==> src/rtl/mem_stage_lsu_pkg.sv <==
// Shared types and helpers for the memory-stage load/store unit.
package mem_stage_lsu_pkg;

    // Load width/sign selection, carried in funct3 for loads.
    typedef enum logic [2:0] {
        LB  = 3'b000,
        LH  = 3'b001,
        LW  = 3'b010,
        LBU = 3'b100,
        LHU = 3'b101
    } Load_Type_Case;

    // Store width selection, carried in funct3 for stores.
    typedef enum logic [2:0] {
        SB = 3'b000,
        SH = 3'b001,
        SW = 3'b010
    } Store_Type_Case;

    // Writeback result mux selection.
    typedef enum logic [1:0] {
        RESULT_ALU = 2'b00,
        RESULT_MEM = 2'b01,
        RESULT_PC4 = 2'b10
    } Result_Mux_Case;

    // LSU control states.
    typedef enum logic {
        IDLE = 1'b0,
        REQ  = 1'b1
    } Lsu_State_Case;

    localparam logic [1:0] SIZE_B = 2'd0;
    localparam logic [1:0] SIZE_H = 2'd1;
    localparam logic [1:0] SIZE_W = 2'd2;

    // Access width; funct3 codes without a byte/half meaning fall back to word.
    function automatic logic [1:0] access_size(input logic is_store, input logic [2:0] f3);
        logic [1:0] size;
        if (is_store) begin
            case (f3)
                SB:      size = SIZE_B;
                SH:      size = SIZE_H;
                default: size = SIZE_W;
            endcase
        end else begin
            case (f3)
                LB, LBU: size = SIZE_B;
                LH, LHU: size = SIZE_H;
                default: size = SIZE_W;
            endcase
        end
        return size;
    endfunction

    // Halves need an even address, words need a 4-byte aligned address.
    function automatic logic is_misaligned(input logic [1:0] size, input logic [1:0] addr_lo);
        logic mis;
        if (size == SIZE_H) begin
            mis = addr_lo[0];
        end else if (size == SIZE_W) begin
            mis = (addr_lo != 2'b00);
        end else begin
            mis = 1'b0;
        end
        return mis;
    endfunction

endpackage

==> src/rtl/mem_stage_lsu_load_extend.sv <==
// Selects the addressed byte/half of a read word and sign/zero-extends it.
module mem_stage_lsu_load_extend
    import mem_stage_lsu_pkg::*;
(
    input  logic [31:0] rdata_i,
    input  logic [1:0]  addr_lo_i,
    input  logic [2:0]  funct3_i,
    output logic [31:0] data_o
);

    logic [7:0]  byte_s;
    logic [15:0] half_s;

    // Lane selection followed by extension according to the load type.
    always_comb begin
        byte_s = 8'h00;
        half_s = 16'h0000;
        data_o = rdata_i;
        case (addr_lo_i)
            2'b00:   byte_s = rdata_i[7:0];
            2'b01:   byte_s = rdata_i[15:8];
            2'b10:   byte_s = rdata_i[23:16];
            2'b11:   byte_s = rdata_i[31:24];
            default: byte_s = rdata_i[7:0];
        endcase
        if (addr_lo_i[1]) begin
            half_s = rdata_i[31:16];
        end else begin
            half_s = rdata_i[15:0];
        end
        case (funct3_i)
            LB:      data_o = {{24{byte_s[7]}}, byte_s};
            LBU:     data_o = {24'h000000, byte_s};
            LH:      data_o = {{16{half_s[15]}}, half_s};
            LHU:     data_o = {16'h0000, half_s};
            default: data_o = rdata_i;
        endcase
    end

endmodule

==> src/rtl/mem_stage_lsu.sv <==
// Memory-stage load/store unit: accepts one execute bundle at a time, runs the
// data-memory access over a req/ready bus and emits a registered writeback bundle.
module mem_stage_lsu
    import mem_stage_lsu_pkg::*;
#(
    parameter int DMEM_TIMEOUT = 16
) (
    input  logic        clk,
    input  logic        reset,
    input  logic        in_valid,
    output logic        in_ready,
    input  logic [31:0] in_alu_result,
    input  logic [31:0] in_rd2,
    input  logic [2:0]  in_funct3,
    input  logic        in_memw,
    input  logic        in_memr,
    input  logic [4:0]  in_a3,
    input  logic        in_regw,
    input  logic [1:0]  in_result_select,
    input  logic [31:0] in_pc4,
    output logic        dmem_req,
    output logic        dmem_we,
    output logic [31:0] dmem_addr,
    output logic [31:0] dmem_wdata,
    output logic [3:0]  dmem_be,
    input  logic        dmem_ready,
    input  logic [31:0] dmem_rdata,
    output logic        wb_valid,
    output logic [31:0] wb_alu_result,
    output logic [31:0] wb_final_read,
    output logic [31:0] wb_pc4,
    output logic [4:0]  wb_a3,
    output logic        wb_regw,
    output logic [1:0]  wb_result_select,
    output logic        wb_misaligned,
    output logic        wb_bus_err
);

    localparam int CW = $clog2(DMEM_TIMEOUT + 1);
    localparam logic [CW-1:0] CTR_LAST = CW'(DMEM_TIMEOUT - 1);

    Lsu_State_Case state_q;
    logic [CW-1:0] ctr_q;

    logic        dmem_req_q;
    logic        dmem_we_q;
    logic [31:0] dmem_addr_q;
    logic [31:0] dmem_wdata_q;
    logic [3:0]  dmem_be_q;

    // Bundle of the access in flight, released to writeback when it completes.
    logic [31:0] pend_alu_q;
    logic [31:0] pend_pc4_q;
    logic [4:0]  pend_a3_q;
    logic        pend_regw_q;
    logic [1:0]  pend_rs_q;
    logic [2:0]  pend_funct3_q;
    logic        pend_store_q;

    logic        wb_valid_q;
    logic [31:0] wb_alu_result_q;
    logic [31:0] wb_final_read_q;
    logic [31:0] wb_pc4_q;
    logic [4:0]  wb_a3_q;
    logic        wb_regw_q;
    logic [1:0]  wb_result_select_q;
    logic        wb_misaligned_q;
    logic        wb_bus_err_q;

    logic        is_mem_s;
    logic [1:0]  size_s;
    logic        misaligned_s;
    logic [3:0]  be_s;
    logic [31:0] wdata_s;
    logic [31:0] ext_s;

    mem_stage_lsu_load_extend u_load_extend (
        .rdata_i   (dmem_rdata),
        .addr_lo_i (pend_alu_q[1:0]),
        .funct3_i  (pend_funct3_q),
        .data_o    (ext_s)
    );

    // Decode the incoming bundle: width, alignment, byte enables and lane-replicated data.
    always_comb begin
        is_mem_s     = in_memw | in_memr;
        size_s       = access_size(in_memw, in_funct3);
        misaligned_s = is_misaligned(size_s, in_alu_result[1:0]);
        be_s         = 4'b1111;
        wdata_s      = 32'h0000_0000;
        if (in_memw) begin
            if (size_s == SIZE_B) begin
                be_s    = 4'b0001 << in_alu_result[1:0];
                wdata_s = {4{in_rd2[7:0]}};
            end else if (size_s == SIZE_H) begin
                be_s    = in_alu_result[1] ? 4'b1100 : 4'b0011;
                wdata_s = {2{in_rd2[15:0]}};
            end else begin
                be_s    = 4'b1111;
                wdata_s = in_rd2;
            end
        end else begin
            be_s    = 4'b1111;
            wdata_s = 32'h0000_0000;
        end
    end

    // Control FSM with all bus and writeback outputs registered.
    always_ff @(posedge clk) begin
        if (reset) begin
            state_q            <= IDLE;
            ctr_q              <= '0;
            dmem_req_q         <= 1'b0;
            dmem_we_q          <= 1'b0;
            dmem_addr_q        <= 32'h0000_0000;
            dmem_wdata_q       <= 32'h0000_0000;
            dmem_be_q          <= 4'b0000;
            pend_alu_q         <= 32'h0000_0000;
            pend_pc4_q         <= 32'h0000_0000;
            pend_a3_q          <= 5'd0;
            pend_regw_q        <= 1'b0;
            pend_rs_q          <= RESULT_ALU;
            pend_funct3_q      <= 3'b000;
            pend_store_q       <= 1'b0;
            wb_valid_q         <= 1'b0;
            wb_alu_result_q    <= 32'h0000_0000;
            wb_final_read_q    <= 32'h0000_0000;
            wb_pc4_q           <= 32'h0000_0000;
            wb_a3_q            <= 5'd0;
            wb_regw_q          <= 1'b0;
            wb_result_select_q <= RESULT_ALU;
            wb_misaligned_q    <= 1'b0;
            wb_bus_err_q       <= 1'b0;
        end else begin
            wb_valid_q <= 1'b0;
            case (state_q)
                IDLE: begin
                    if (in_valid) begin
                        if (!is_mem_s || misaligned_s) begin
                            // Completes without touching memory; misaligned ops are suppressed.
                            wb_valid_q         <= 1'b1;
                            wb_alu_result_q    <= in_alu_result;
                            wb_final_read_q    <= 32'h0000_0000;
                            wb_pc4_q           <= in_pc4;
                            wb_a3_q            <= in_a3;
                            wb_regw_q          <= in_regw & ~is_mem_s;
                            wb_result_select_q <= in_result_select;
                            wb_misaligned_q    <= is_mem_s;
                            wb_bus_err_q       <= 1'b0;
                        end else begin
                            state_q       <= REQ;
                            ctr_q         <= '0;
                            dmem_req_q    <= 1'b1;
                            dmem_we_q     <= in_memw;
                            dmem_addr_q   <= {in_alu_result[31:2], 2'b00};
                            dmem_wdata_q  <= wdata_s;
                            dmem_be_q     <= be_s;
                            pend_alu_q    <= in_alu_result;
                            pend_pc4_q    <= in_pc4;
                            pend_a3_q     <= in_a3;
                            pend_regw_q   <= in_regw;
                            pend_rs_q     <= in_result_select;
                            pend_funct3_q <= in_funct3;
                            pend_store_q  <= in_memw;
                        end
                    end else begin
                        state_q <= IDLE;
                    end
                end
                REQ: begin
                    if (dmem_ready || (ctr_q == CTR_LAST)) begin
                        // Access done or timed out: drop the request and release the bundle.
                        state_q            <= IDLE;
                        dmem_req_q         <= 1'b0;
                        dmem_we_q          <= 1'b0;
                        wb_valid_q         <= 1'b1;
                        wb_alu_result_q    <= pend_alu_q;
                        wb_pc4_q           <= pend_pc4_q;
                        wb_a3_q            <= pend_a3_q;
                        wb_result_select_q <= pend_rs_q;
                        wb_misaligned_q    <= 1'b0;
                        wb_bus_err_q       <= ~dmem_ready;
                        wb_regw_q          <= pend_regw_q & dmem_ready;
                        if (dmem_ready && !pend_store_q) begin
                            wb_final_read_q <= ext_s;
                        end else begin
                            wb_final_read_q <= 32'h0000_0000;
                        end
                    end else begin
                        ctr_q <= ctr_q + CW'(1);
                    end
                end
                default: begin
                    state_q    <= IDLE;
                    dmem_req_q <= 1'b0;
                    dmem_we_q  <= 1'b0;
                end
            endcase
        end
    end

    assign in_ready         = (state_q == IDLE);
    assign dmem_req         = dmem_req_q;
    assign dmem_we          = dmem_we_q;
    assign dmem_addr        = dmem_addr_q;
    assign dmem_wdata       = dmem_wdata_q;
    assign dmem_be          = dmem_be_q;
    assign wb_valid         = wb_valid_q;
    assign wb_alu_result    = wb_alu_result_q;
    assign wb_final_read    = wb_final_read_q;
    assign wb_pc4           = wb_pc4_q;
    assign wb_a3            = wb_a3_q;
    assign wb_regw          = wb_regw_q;
    assign wb_result_select = wb_result_select_q;
    assign wb_misaligned    = wb_misaligned_q;
    assign wb_bus_err       = wb_bus_err_q;

endmodule
==> config.mk <==
export PLATFORM = sky130hd
export DESIGN_NAME = mem_stage_lsu
export DESIGN_NICKNAME = d
export VERILOG_FILES = /design/src/rtl/mem_stage_lsu_pkg.sv /design/src/rtl/mem_stage_lsu_load_extend.sv /design/src/rtl/mem_stage_lsu.sv
export SDC_FILE = /design/constraint.sdc
export NUM_CORES = 1
export LEC_CHECK = 0
export CAP_MARGIN = 20
export CORE_ASPECT_RATIO = 1.4
export CORE_MARGIN = 5
export CORE_UTILIZATION = 50
export DETAILED_ROUTE_END_ITERATION = 8
export PLACE_DENSITY = 0.95
export SLEW_MARGIN = 20
export SYNTH_ARGS = -nofsm -noshare
export SYNTH_HDL_FRONTEND = slang
export SYNTH_SLANG_ARGS = --single-unit
==> constraint.sdc <==
create_clock -name clk -period 4.9 [get_ports clk]
set_clock_uncertainty 0.2 [all_clocks]
set_input_delay 0.49 -clock clk [delete_from_list [all_inputs] [get_ports clk]]
set_output_delay 0.49 -clock clk [all_outputs]
set_load 0.02 [all_outputs]
==> results, run 1 <==
- The first detailed-routing pass took 7 iterations.
- Hold timing on the final database bottoms out at a slack of 0.2474 ns.
- The horizontal die dimension is 131.8 µm.
- The total clock buffers created by CTS is 22.
- The adder-cell area share of the yosys netlist is 0.002411.
- The end of the worst register-to-register path is wb_final_read[21].
- The sink of the worst hold path is pend_store_q.
- Summing every instance area after synthesis gives a little over 10,000 µm².
- The number of antenna violations at the first check in global routing is 4.
- The top achievable clock speed is around 300 MHz.
- The clock latency on the worst-skew pair is between 0.5 and 0.6 ns.
- The maximum number of pins on one net before global-route repair is between 90 and 100.
- The worst flop-to-flop path startpoint is state_q.
- The count of final setup violators is 0.
- The routed via count divided by cell count is around 5.8.
- Leaving out fill and tap cells, the most frequent cells in the layout are sky130_fd_sc_hd__clkdlybuf4s50_1, sky130_fd_sc_hd__dfxtp_1, sky130_fd_sc_hd__nand2_1.
- The number of different library cells in the post-synthesis netlist is 57.
- Dividing the detail-routed wire length by the instance count gives 20.39 µm.
- The core region is just over 20,000 µm².
- The worst setup slack before clock tree synthesis is 1.435 ns.
- The initialized floorplan defines slightly above 60 standard-cell rows.
- The hold violation count in the final report is 0.
- Dividing total power by cell area gives a power density of around 330 nW/µm².
- The area enclosed by the die boundary is approximately 24,000 µm².
- The clock drives about 230 sinks.
- sky130_fd_sc_hd__dfxtp_1 takes more of the synthesized area than any other cell.
- The count of H-tree levels built during CTS is 1.
- The register clock-pin slew on the reported worst setup and hold paths is 0.07 ns.
- By area, the combinational part of the netlist is dominated by compound AO/OA/AOI/OAI gates.
- The number of buffers inserted by post-CTS setup repair is 0.
- Setup slack closes at 1.544 ns.
- The effective utilization at floorplan is 0.5068.
- The maximum fanout along the worst path is 60.
- Buffers placed on the I/O ports in this run total 320.
- Of the synthesized area, sequential elements account for 0.4379.
- Summed over all layers, the routed wires come to roughly 32,000 µm.
- The die height is roughly 180 µm.
- The post-route minimum period is around 3.4 ns.
- The via count of the first global-routing pass came to 9,012.
- The worst IR drop on VDD is ~0.00032 V.
- The global route total overflow is 0.
- The tool flagged a number of max-cap violations equal to 0.
- The number of instances in the synthesized netlist is approximately 1,100.
- The number of instances resized during post-cts repair is 0.
- Across all layers, the routed design uses about 9,100 vias.
- For this run, design rule violations remaining after detail routing come to 0.
- The count of hold buffers inserted by post-cts repair is 0.
- Detailed routing placed a total of between 15,000 and 20,000 µm of wire on met2.
- STA classifies the critical path endpoint as a flop.
- Sorting the synthesized cells by area gives the leading types as sky130_fd_sc_hd__dfxtp_1, sky130_fd_sc_hd__a221oi_2, sky130_fd_sc_hd__mux2i_1.
- The beginning of the worst hold path is pend_store_q.
- After synthesis, the share of cell area in mux cells is 0.1016.
- STA classifies the critical path startpoint as a flop.
- The setup TNS after final layout is 0 ns.
- The TritonCTS clock tree is yes.
- The path class of the tightest hold or removal check is reg2reg.
- Data on the critical path is required at its endpoint by roughly 5 ns.
- The number of nets in the finished design is 1,439.
- Wire segments on met3 add up to between 1500 and 2000 µm in the final route.
- The highest metal layer with signal wires is met5.
- The worst path arrival time is 3.59 ns.
- The congestion estimate from routability-driven global placement came to roughly 0.90.
- Of all flip-flops after synthesis, the portion carrying an async set or reset was 0.
- The actual slew at the worst max-slew pin is approximately 1.1 ns.
- Counting along the longest clock path gives a buffer depth of 3.
- The run finished with clean final reports.
- The count of yosys warnings during synthesis is 0.
- Setup repair after global routing left no endpoint under its margin.
- The number of fillers in the final layout is 1,497.
- The compound-gate portion of the synthesized area is 0.2579.
- For this run, the leading register cell type out of synthesis is sky130_fd_sc_hd__dfxtp_1.
- The initial DRC count is 552.
- The max-slew headroom at the worst pin is 0.2802.
- The share of the synthesized area in the top cell type is 0.4379.
- Of the cells placed in the final design, the portion with a size suffix greater than 1 is 0.1218.
- Detailed placement finished with a half-perimeter wire length of approximately 22,000 µm.
- The part of the cycle the worst path needs is 0.6848.
- The met1 layer wirelength in the final routing is ~12,000 µm.
- The cell chosen for the clock root is sky130_fd_sc_hd__clkbuf_16.
- In this run the count of I/O pins placed on the die edge is ~320.
- The slack of the worst reg-to-reg path is approximately 1.5 ns.
- The wire length of the first global-routing pass is around 49,000 µm.
- The aggregate global-route resource usage is 0.2486.
- Synthesis inferred roughly 230 register bits.
- Measured in cells, the most critical reg-to-reg path has a length of 4.
- The xor/xnor cell area share of the yosys netlist is 0.001688.
- The static power due to leakage is slightly below 0.005 µW.
- The cell depth of the worst min-delay path is 1.
- The growth of design area from synthesis to finish is 35.14%.
- The count of flip-flops with a built-in enable after synthesis is 0.
- The library cell used most frequently in the layout, excluding fill and tap cells, is sky130_fd_sc_hd__clkdlybuf4s50_1.
- The post-synthesis simple-gate area fraction is 0.1242.
- A synthesized cell averages between 9 and 10 µm².
- Once detail routing completed, the nets flagged for antenna violations numbered 0.
- By startpoint and endpoint, the worst setup path is classified as reg2reg.
- The final max-slew violation count is 0.
[layer usage]
| metal | vias up | track usage |
|---|---|---|
| li1 | 4245 | - |
| met1 | 4371 | 0.2912 |
| met2 | 348 | 0.4398 |
| met3 | 89 | 0.04134 |
| met4 | 2 | 0.1169 |
| met5 | - | 0 |
[kinds of logic after synthesis]
| logic type | count (synthesis) |
|---|---|
| AND/OR/NAND/NOR | 302 |
| AO/OA/AOI/OAI | 290 |
| flip-flops | 227 |
| buffers and inverters | 134 |
| multiplexers | 105 |
| adder cells (fa/ha/maj) | 2 |
| XOR/XNOR | 2 |
| other | 1 |
[worst max-delay path: stages (launching register included)]
cell                        delay, ns
sky130_fd_sc_hd__dfxtp_4         0.56
sky130_fd_sc_hd__buf_4           0.86
sky130_fd_sc_hd__nand4bb_1       0.75
sky130_fd_sc_hd__a21o_1          0.57
sky130_fd_sc_hd__o2bb2ai_1       0.24
[cell type report]
type | instances | area [µm²] | share of cell area
Clock buffer | 30 | 620.6 | 0.04425
Multi-Input combinational cell | 703 | 5114 | 0.3646
Clock inverter | 7 | 77.57 | 0.005531
Antenna cell | 3 | 7.507 | 0.0005352
Timing Repair Buffer | 331 | 3312 | 0.2361
Tap cell | 256 | 320.3 | 0.02284
Sequential cell | 227 | 4548 | 0.3243
Inverter | 7 | 26.28 | 0.001873
[where the power goes]
| group | internal (µW) | leakage, µW | switching (µW) |
|---|---|---|---|
| clock | 941 | 0.000342 | 720 |
| combinational | 437 | 0.00265 | 513 |
| sequential | 1960 | 0.00186 | 78.3 |
[cells in the mapped netlist (13+ instances only)]
master and count:
sky130_fd_sc_hd__clkbuf_1 39, sky130_fd_sc_hd__nand2_1 163, sky130_fd_sc_hd__buf_2 29, sky130_fd_sc_hd__buf_6 13, sky130_fd_sc_hd__dfxtp_1 227, sky130_fd_sc_hd__o2bb2ai_2 20, sky130_fd_sc_hd__a221oi_2 70, sky130_fd_sc_hd__o2bb2ai_1 26
sky130_fd_sc_hd__a22o_1 17, sky130_fd_sc_hd__mux2i_1 102, sky130_fd_sc_hd__a21oi_1 110, sky130_fd_sc_hd__nor2_1 98, sky130_fd_sc_hd__buf_4 35
[flip-flops by register name, summed over array words and instances, names as in the netlist, 2 cells and up]
signal	cells
ctr_q	5
dmem_be	4
dmem_wdata	32
pend_a3_q	5
pend_alu_q	31
pend_funct3_q	3
pend_pc4_q	32
pend_rs_q	2
wb_a3	5
wb_alu_result	32
wb_final_read	32
wb_pc4	32
wb_result_select	2
[metrics by stage]
step | utilization | std cells | area, µm² | total power, µW
after CTS | 0.6844 | 1561 | 14020 | 4674
after detailed placement | 0.6503 | 1524 | 13320 | 3016
after global routing | 0.6849 | 1564 | 14030 | 4826
after global placement | 0.6503 | 1524 | 13320 | 2990
final | 0.6849 | 1564 | 14030 | 4646
after floorplan | - | 1064 | 10380 | 2616
[worst max-delay path by stage]
stage,startpoint,to,depth (start not counted)
final,state_q,wb_final_read[21],4
after CTS,state_q,wb_final_read[21],4
after detailed placement,in_alu_result[0],wb_a3[2],6
after global placement,in_memw,wb_regw,7
after global routing,state_q,wb_final_read[13],4
after floorplan,ctr_q[0],wb_a3[3],9
No activity file was read; power rests on OpenSTA's default activity.
==> inputs of run 2 (changes only) <==
Settings changed: CORE_UTILIZATION 50 to 43, PLACE_DENSITY 0.95 to 0.88.
Clock period 4.9 ns to 3 ns, I/O delays scaled along.
==> results, run 2 (same netlist as run 1, synthesis figures left out) <==
- The flow ran to the end, and the final reports show no timing, DRC or antenna violations.
- The number of antenna violations at the first check in global routing is 5.
- The count of H-tree levels built during CTS is 1.
- The area of all sequential standard cells is 4548 µm².
- The standard cell core area is around 24,000 µm².
- The fraction of final layout cells sized beyond drive strength 1 is 0.1336.
- The type of destination of the critical path is a flop.
- Post-CTS timing repair inserted 0 buffers for setup.
- After detailed placement, the total cell area comes to approximately 14,000 µm².
- The number of instances in the placed design is about 1,600.
- The area occupied by multi-input gates is approximately 5000 µm².
- The count of buffers inserted at the top-level ports is 320.
- The buffers plus inverters on the worst setup path is 2.
- The cell family contributing the most delay on the critical path is buffers and inverters.
- The clock latency on the worst-skew pair is approximately 0.5 ns.
- Timing would allow up to around 390 MHz.
- The hold violation count in the final report is 0.
- The root buffer cell chosen for the clock tree is sky130_fd_sc_hd__clkbuf_16.
- Headroom to the max-slew limit came out at 0.2517.
- Global routing finished with a remaining overflow of 0.
- The worst path arrival time is 2.78 ns.
- The number of clock buffers added by TritonCTS is 23.
- The post-route cell area is approximately 14,000 µm².
- TritonCTS built the clock tree.
- The vias after detailed routing is around 9,000.
- The design internal power is 5678 µW.
- The maximum number of pins on one net before global-route repair is 85.
- The worst IR drop on VDD is 0.0004162 V.
- The register clock-pin slew on the reported worst setup and hold paths is ~0.060 ns.
- The aggregate global-route resource usage is 0.2247.
- The clock period could shrink to about 2.6 ns.
- The total power density per cell area is between 500 and 600 nW/µm².
- Setup violations remaining at the end of the flow were counted as 0.
- In the layout the commonest cells are sky130_fd_sc_hd__clkdlybuf4s50_1, sky130_fd_sc_hd__dfxtp_1, sky130_fd_sc_hd__nand2_1.
- The half-perimeter wire length of the detailed placement result is roughly 22,000 µm.
- The net switching power figure is ~2200 µW.
- During I/O placement, the number of pins put on the boundary was about 320.
- Setup repair after global routing left no endpoint under its margin.
- The post-route core utilization is 0.6004.
- The final instance count without filler cells is 1,640.
- The number of remaining DRC errors is 0.
- The maximum fanout along the worst path is 33.
- In this design, the stage delay of the slowest critical-path cell is about 0.38 ns.
- The final weighted congestion in routability-driven placement is about 0.90.
- At the worst endpoint, the required time is 3.22 ns.
- The maximum buffer depth of the clock tree is 3.
- The floorplan step defined a die boundary enclosing 27,390 µm².
- The initial DRC count is 562.
- The via count of the first global-routing pass is around 9,000.
- The first global-routing pass estimated 50,510 µm of wire.
- The portion of total power attributed to combinational logic is 0.203.
- The part of the cycle the worst path needs is 0.8548.
- In this run the core area contains 67 standard-cell rows.
- The classification of the worst-slack hold path is in2reg.
- The clock net in this run drives a total of about 230 sinks.
- Traced cell by cell, the critical path runs through ha_1, and3_1, ha_1, nor2_1, nor2_4, buf_4, a311oi_4, buf_4, o2bb2ai_1.
- The tool flagged a number of max-cap violations equal to 0.
- Once detail routing completed, the nets flagged for antenna violations numbered 0.
- For this design the static power due to leakage is ~0.0050 µW.
- The cell with the largest stage delay on the worst path is sky130_fd_sc_hd__buf_4.
- The die height is a little under 200 µm.
- For this block, the routed nets add up to around 32,000 µm of wire.
- For this run, the post-layout net count is around 1,500.
- The register share of total power is 0.422.
- The final max-slew violation count came to 0.
- At the pin with the least slew margin, the transition time is 1.122 ns.
- Compared with the post-synthesis result, the final layout area differs by 38.22%.
- The fraction of power spent switching nets is 0.2762.
- The critical path class is reg2reg.
- Adding up every negative setup slack in the final design gives 0 ns.
- The first detailed-routing pass ran for 5 iterations.
- The horizontal die dimension is ~140 µm.
- The clock share of power is 0.375.
- The most common library cell in the layout ignoring fill and taps is sky130_fd_sc_hd__clkdlybuf4s50_1.
- The routed via count divided by cell count is around 5.5.
- The initial utilization of the core area, before any placement, comes to 0.4344.
- Counting the fill cells in the layout gives around 2,000.
- The routed length per instance is a little under 20 µm.
- STA classifies the critical path startpoint as a flop.
[run 2: cell count changes in the layout (fill, tap and decap cells not counted)]
cell                            change
sky130_fd_sc_hd__nor2_1             +1
sky130_fd_sc_hd__diode_2            +2
sky130_fd_sc_hd__nor2_2             -1
sky130_fd_sc_hd__o2111a_2           -1
sky130_fd_sc_hd__clkbuf_16          +2
sky130_fd_sc_hd__clkinv_8           -1
sky130_fd_sc_hd__buf_12             +3
sky130_fd_sc_hd__clkbuf_8           +4
sky130_fd_sc_hd__buf_4             +12
sky130_fd_sc_hd__clkinvlp_4         -1
sky130_fd_sc_hd__dlygate4sd3_1      +1
sky130_fd_sc_hd__o2111a_4           +1
[run 2: what timing repair did]
item,CTS,global route
gates resized for setup,0,0
hold buffers,1,0
endpoints found under the hold margin,13,0
[run 2: area by class of cell]
| cell class | count | share of cell area |
|---|---|---|
| clock inverters | 5 | 0.003751 |
| flip-flops and latches | 227 | 0.3171 |
| clock buffers | 36 | 0.05059 |
| multi-input cells | 703 | 0.3568 |
| repair buffers | 347 | 0.2420 |
| inverters | 7 | 0.001832 |
| well taps | 310 | 0.02704 |
| diodes | 5 | 0.0008722 |
[run 2: worst paths after layout]
| path | from | endpoint | slack (ns) | cells past startpoint |
|---|---|---|---|---|
| min | in_alu_result[28] | pend_alu_q[28] | 0.17 | 3 |
| min reg2reg | pend_pc4_q[5] | pend_pc4_q[5] | 0.25 | 2 |
| max | ctr_q[0] | wb_final_read[28] | 0.44 | 9 |
| max reg2reg | ctr_q[0] | wb_final_read[28] | 0.44 | 9 |
[run 2: layer usage]
layer | part of all wire | vias to the layer above | track usage
met4 | 0.054 | 0 | 0.1203
met1 | 0.37 | 4343 | 0.2575
met3 | 0.060 | 89 | 0.04219
li1 | - | 4292 | -
met2 | 0.51 | 338 | 0.3909
met5 | 0 | - | 0
[run 2: power groups by stage]
stage | logic (µW) | registers, µW | clock network, µW
after global routing | 1690 | 3330 | 3130
after floorplan | 764 | 3510 | 0
final | 1590 | 3310 | 2940
after CTS | 1600 | 3310 | 3000
after global placement | 1550 | 3370 | 0
after detailed placement | 1590 | 3370 | 0
[run 2: worst register-to-register path: cells and delay by family (launching register included)]
| kind | cells | cell delay (ns) |
|---|---|---|
| simple gates | 3 | 0.48 |
| buf+inv | 2 | 0.59 |
| fa+ha+maj | 2 | 0.42 |
| flops | 1 | 0.33 |
| compound gates | 2 | 0.46 |
[run 2: stage by stage]
step           hold slack, ns  worst slack, ns  total power [µW]
3_3_place_gp           0.2252           0.3393              4918
2_1_floorplan          0.2192           0.8706              4273
4_1_cts                0.1440           0.4515              7910
5_1_grt                0.1591           0.3188              8147
3_5_place_dp           0.2368           0.3055              4958
6_report               0.1666           0.4357              7845
